--- src/rtl/mem_arb_pkg.sv ---
// Shared definitions for the instruction/data memory arbiter:
// response-owner encoding and the fixed byte mask used for fetches.
package mem_arb_pkg;

  // Who the pending read response belongs to.
  typedef enum logic [1:0] {
    OWNER_NONE = 2'd0,
    OWNER_I    = 2'd1,
    OWNER_D    = 2'd2
  } owner_e;

  // Fetches always read the low four byte lanes.
  localparam logic [7:0] FETCH_WMASK = 8'h0F;

endpackage

--- src/rtl/mem_arb.sv ---
// Two-requester arbiter sharing one memory port between instruction fetch (I)
// and data access (D). D normally wins; a starvation counter guarantees that I
// gets through after STARVE_LIMIT consecutive D grants. Reads return one cycle
// after the grant and are routed back using a one-entry owner register.
module mem_arb
  import mem_arb_pkg::*;
#(
  parameter int STARVE_LIMIT = 4
) (
  input  logic        clk,
  input  logic        rst,
  // instruction fetch side
  input  logic        i_req,
  input  logic [31:0] i_addr,
  output logic        i_gnt,
  output logic        i_rvalid,
  output logic [31:0] i_rdata,
  // data side
  input  logic        d_req,
  input  logic        d_we,
  input  logic [31:0] d_addr,
  input  logic [31:0] d_wdata,
  input  logic [7:0]  d_wmask,
  output logic        d_gnt,
  output logic        d_rvalid,
  output logic [31:0] d_rdata,
  // shared memory port
  output logic        m_valid,
  output logic        m_wen,
  output logic [31:0] m_addr,
  output logic [31:0] m_wdata,
  output logic [7:0]  m_wmask,
  input  logic [31:0] m_rdata
);

  // Counter just wide enough to hold STARVE_LIMIT.
  localparam int CW = (STARVE_LIMIT < 1) ? 1 : $clog2(STARVE_LIMIT + 1);
  localparam logic [CW-1:0] LIMIT = CW'(STARVE_LIMIT);

  logic [CW-1:0] cnt_reg;
  logic [CW-1:0] cnt_next;
  owner_e        owner_reg;
  owner_e        owner_next;
  logic          starved;

  // Grant decision: purely from requests and registered state, never from rvalid.
  always_comb begin
    i_gnt   = 1'b0;
    d_gnt   = 1'b0;
    starved = (cnt_reg == LIMIT);
    if (!rst) begin
      if (d_req && !(i_req && starved)) begin
        d_gnt = 1'b1;
      end else if (i_req) begin
        i_gnt = 1'b1;
      end
    end
  end

  // Memory port mux: forward the winner, all zeros when idle.
  always_comb begin
    m_valid = 1'b0;
    m_wen   = 1'b0;
    m_addr  = 32'd0;
    m_wdata = 32'd0;
    m_wmask = 8'd0;
    if (d_gnt) begin
      m_valid = 1'b1;
      m_wen   = d_we;
      m_addr  = d_addr;
      m_wdata = d_wdata;
      m_wmask = d_wmask;
    end else if (i_gnt) begin
      m_valid = 1'b1;
      m_addr  = i_addr;
      m_wmask = FETCH_WMASK;
    end
  end

  // Next-state for the starvation counter and response owner.
  always_comb begin
    cnt_next   = cnt_reg;
    owner_next = OWNER_NONE;
    if (!i_req || i_gnt) begin
      cnt_next = '0;
    end else if (d_gnt && (cnt_reg != LIMIT)) begin
      cnt_next = cnt_reg + CW'(1);
    end
    // Stores finish in their grant cycle, so only reads leave an owner behind.
    if (i_gnt) begin
      owner_next = OWNER_I;
    end else if (d_gnt && !d_we) begin
      owner_next = OWNER_D;
    end
  end

  // State registers; reset drops any response still in flight.
  always_ff @(posedge clk) begin
    if (rst) begin
      cnt_reg   <= '0;
      owner_reg <= OWNER_NONE;
    end else begin
      cnt_reg   <= cnt_next;
      owner_reg <= owner_next;
    end
  end

  // Response routing: owner sees m_rdata for one cycle, the other side sees 0.
  always_comb begin
    i_rvalid = !rst && (owner_reg == OWNER_I);
    d_rvalid = !rst && (owner_reg == OWNER_D);
    i_rdata  = i_rvalid ? m_rdata : 32'd0;
    d_rdata  = d_rvalid ? m_rdata : 32'd0;
  end

endmodule

--- config.mk ---
export PLATFORM = sky130hd
export DESIGN_NAME = mem_arb
export DESIGN_NICKNAME = d
export VERILOG_FILES = /design/src/rtl/mem_arb_pkg.sv /design/src/rtl/mem_arb.sv
export SDC_FILE = /design/constraint.sdc
export NUM_CORES = 1
export LEC_CHECK = 0
export ABC_AREA = 1
export BUFFER_PORTS_ARGS = -buffer_cell sky130_fd_sc_hd__buf_2
export CAP_MARGIN = 20
export CORE_AREA = 2 2 111 113
export CTS_CLUSTER_DIAMETER = 50
export DETAILED_ROUTE_END_ITERATION = 8
export DIE_AREA = 0 0 113 115
export GPL_TIMING_DRIVEN = 0
export PLACE_DENSITY = 0.46
export SETUP_SLACK_MARGIN = 0.3
export SYNTH_ARGS = -nofsm -noshare
export SYNTH_HDL_FRONTEND = slang
export SYNTH_SLANG_ARGS = --single-unit
--- constraint.sdc ---
create_clock -name clk -period 1.2 [get_ports clk]
set_input_delay 0.06 -clock clk [delete_from_list [all_inputs] [get_ports clk]]
set_output_delay 0.06 -clock clk [all_outputs]
set_load 0.03 [all_outputs]
**Word level (Yosys, flattened, before mapping)**

Index checks and enable logic that the tools add are counted.

- $add $sub $neg: 1
- Equal/unequal tests: 4
- Muxes and demuxes: 17
- Reductions and logical operators: 13

Operators by type and width:

| operator | count |
|---|---|
| $mux W32 | 5 |
| $mux W1 | 9 |
| $mux W8 | 1 |
| $logic_and A1 B1 Y1 | 6 |
| $logic_not A1 Y1 | 4 |
| $mux W4 | 1 |
| $reduce_or A2 Y1 | 2 |
| $add A3 B1 Y3 const B | 1 |
| $eq A3 B3 Y1 const B | 1 |
| $ne A3 B3 Y1 const B | 1 |
| $eq A2 B1 Y1 const B | 1 |
| $eq A2 B2 Y1 const B | 1 |
| $mux W2 | 1 |
| $logic_or A1 B1 Y1 | 1 |

- Bits in registers: 5
- Bits of input ports: 141
- Output and inout port bits: 142
- Logic and storage cells: 38

**Depth between registers and ports, before layout**

- Word-level depth: 9
- Depth in mapped cells: 7
- Gate-level depth less buffers: 6

**Worst setup path before layout**

OpenSTA, ideal clock, no wires.

- Path type: flip-flop to output port
- Start point: reg cnt_reg[0]
- End point: out m_wdata[11]
- Data arrival time: 1.379 ns
- Required time: 1.140 ns
- Slack: -0.239 ns
- Stages on the path, launching flop included: 7
- Path buffers: 1
- Cells stage by stage: dfxtp_1 > inv_1 > ha_1 > nand3_2 > nand3_1 > buf_2 > nor2_1

- Cells in the longest elaborated chain, start to end: 7

Ends and longest elaborated chain:

| item | RTL line | source |
|---|---|---|
| start, declared | mem_arb.sv:40 | `logic [CW-1:0] cnt_reg;` |
| start signal, assigned | mem_arb.sv:103 | `cnt_reg <= cnt_next;` |
| $eq A3 B3 Y1 | mem_arb.sv:50 | `starved = (cnt_reg == LIMIT);` |
| $logic_and A1 B1 Y1 | mem_arb.sv:52 | `if (d_req && !(i_req && starved)) begin` |
| $logic_not A1 Y1 | mem_arb.sv:52 |  |
| $logic_and A1 B1 Y1 | mem_arb.sv:52 |  |
| $mux W1 | mem_arb.sv:52 |  |
| $mux W1 | mem_arb.sv:51 | `if (!rst) begin` |
| $mux W32 | mem_arb.sv:67 | `if (d_gnt) begin` |
| end, declared | mem_arb.sv:31 | `output logic [31:0] m_wdata,` |

Every way passes these cells.

**Worst setup path in the final report**

- Start point: reg cnt_reg[0]
- End point: out m_wdata[0]

The elaborated chain is that of the path after synthesis.

==> metrics.md <==
| Metric | Value |
|---|---|
| Multi-input gate area in the final layout | ~2100 sq um |
| Final Wtd Congestion | 0.762 |
| Status | finished, violations left |
| Row cnt | 40 |
| Fin Hold WS | approximately 0.0082 ns |
| Final Slew Violations | 0 |
| Die H | 115 microns |
| Worst-Margin Slew | around 0.54 ns |
| GRT Total Usage | 15.6% |
| Vias in the first global route | 3381 |
| DR vias | between 3000 and 4000 |
| Hold Path Cell Cnt | 2 |
| Post-synth cell types | 18 |
| Starting Density | a little over an eighth |
| Clk buf depth | 2 |
| Final worst setup slack | -0.380 ns |
| Drt wl/cell | between 10 and 15 microns |
| Initial antenna violation count | 1 |
| Mapped Cells | roughly 340 |
| Most Crowded Layer GR | met2 |
| Finish-stage setup viols | ~150 |
| Layout cells sized above 1 | 79.5% |
| Root Buffer | clkbuf_16 |
| Synthesized area | about 1600 sq um |
| Met2 Use GR | between 30% and 40% |
| Max Cap Violations | 0 |
| Number of flops mapped to enable cells by yosys | 0 |
| Final Non-Filler Cells | 806 |
| Asr flop ratio synth | 0% |
| Syn nets | 481 |
| DRC viols | 40 |
| Req. time, crit path | 1.14 ns |
| CTS H-tree lvls | 1 |
| Syn Area/Cell | ~4.7 sq um |
| PwrDens | 418 nW/um^2 |
| FF+latch count, synth | 5 |
| Post-placement cell count | 767 |
| VDD IR max | ~0.29 mV |
| Crit end category | output port |
| WL final | 11.3 mm |
| CTS Buf Count | 3 |
| Clock period minus worst slack | between 1.5 and 2 ns |
| Routing usage on met1 | between 10% and 20% |
| Sequential cell area | 105 sq um |
| Total gr overflow | 0 |
| Setup CP Type | reg2out |
| Synth top area share | around 25% |
| Crit path launch type | flip-flop |
| Area of the core | approximately 12000 sq um |
| Seq/Total Area, Yosys | 6.31% |
| CTS tree | yes |
| Hold Buf Count CTS | 0 |
| Fillers | between 1000 and 1500 |
| Dominant cell type by area after synthesis | nor2_1 |
| Min-Delay Path Class | in2reg |
| DRT antenna net count | 0 |
| Reg clk slew, reported paths | approximately 0.040 ns |
| Largest net degree at the start of global routing | 11 |
| Max FFs per register | 3 |
| Max frequency | 633 MHz |
| 1st-pass router iterations | 7 |
| IO Pins | 283 |
| Synth Flop Type | dfxtp_1 |
| Commonest cells post-synth | 106 x nor2_1, 77 x inv_1, 39 x nand2_1 |
| Nets@finish | about 800 |
| IO buf count | around 280 |
| Arrival time worst endpoint | about 1.5 ns |
| Fin. Hold Viols | 0 |
| RSZ-0062 raised after global routing | true |
| Ranking of synthesized cells by area | nor2_1 25%, inv_1 18%, nand4_1 14% |
| Synth-to-layout area growth | 277% |
| P_leak | 2.98 nW |
| Routed vias/inst | 4.28 |
| Failing checks | DRC, setup timing |
| First-pass GRT wire length | around 17 mm |
| Initial DRC count | about 110 |
| Clk_lat worst skew | approximately 0.23 ns |
| Full die area | between 10000 and 15000 sq um |
| GR Layer Usage met3 | about 4.3% |
| Post-DP HPWL | 8.10 mm |
| Synth Warn # | 0 |
| Most frequent cell after synthesis | nor2_1 |
| Fin crit share | 132% |
| Worst-case reg-to-reg path depth | 7 |
| Max_slew headroom | 64.2% |
| Die width | 113 microns |
| Worst Skew | ~0.004 ns |
| CTS Sinks | 5 |
| Crit-path max FO | 10 |
per-layer routing:
layer  vias to the layer above  part of all wire, %
met2                       174                   56
li1                       1675                    -
met4                         0                  1.2
met1                      1589                   33
met5                         -                    0
met3                         8                  9.9
layout make-up:
cell class,count,area share [%]
clock buffer,3,1.25
tap,147,3.07
multi-input combinational,226,35.3
antenna,1,0.0418
timing repair buffer,316,47.3
sequential,5,1.76
inverter,79,5.29
clock inverter,1,0.0836
buffer,28,5.90
path summary, 6_finish.rpt:
| kind | to | slack, ns | start |
|---|---|---|---|
| setup reg to reg | cnt_reg[0] | -0.02 | cnt_reg[0] |
| hold / removal | owner_reg[1] | 0.008 | d_we |
| setup / recovery | m_wdata[0] | -0.38 | cnt_reg[0] |
| hold reg to reg | cnt_reg[1] | 0.58 | cnt_reg[2] |
worst max-delay path, stage by stage, from the launching register on:
cell and delay (ns):
dfxtp_2 0.32, inv_2 0.05, ha_4 0.16, nand3_4 0.14, nand3_4 0.17, buf_12 0.21
nor2_4 0.11, buf_6 0.13
cells in the final DEF, fill, tap and decap left out, types with 2 or more instances in the layout:
cell type   Yosys  routed
buf_12          0      16
nor2_4          0     102
nand2_4         0       8
nand3_4         0       7
clkbuf_16       0       4
nor2_1        106       3
buf_2          23     150
inv_2           2       4
nand3_1        35      19
buf_16          0       7
nand3_2         1      10
clkinvlp_4      0       2
nand2_2         2      29
buf_4           2       9
inv_1          77      70
nor2_2          1       2
buf_8           0       3
buf_6           3     158
dfxtp_2         0       4
nand4_1        36      36
nand2_8         0       3
what timing repair did:
item                                    4_1_cts  5_1_grt
buffers inserted                             18        4
endpoints found under the setup margin      147      147
gates resized for setup                     299       56
gates cloned                                 10        2
pin swaps                                    11        9
power by group:
part | switching, mW | total, mW | internal, mW
registers | 0.00438 | 0.177 | 0.173
clock network | 0.110 | 0.545 | 0.435
logic | 1.00 | 1.78 | 0.782
total | 1.11 | 2.50 | 1.39
kinds of logic after synthesis:
logic type      after synthesis  synth area share, %
simple gates                221                 61.9
buf+inv                     107                 29.0
flops                         5                 6.31
compound gates                2                0.631
fa+ha+maj                     2                 1.58
xor+xnor                      1                0.553
stage by stage:
step           utilization [%]  TNS (ns)  total power, mW  cell area, sq um  worst slack (ns)
2_1_floorplan                -    -0.290             1.10              2700           -0.0191
3_3_place_gp              36.3    -13.60             1.55              4290            -0.228
3_5_place_dp              36.3    -15.92             1.56              4290            -0.262
4_1_cts                   48.2    -38.19             2.41              5690            -0.390
5_1_grt                   50.6    -47.19             2.63              5980            -0.464
6_report                  50.7    -37.75             2.50              5980            -0.380
Power figures use the tool's default switching activity.
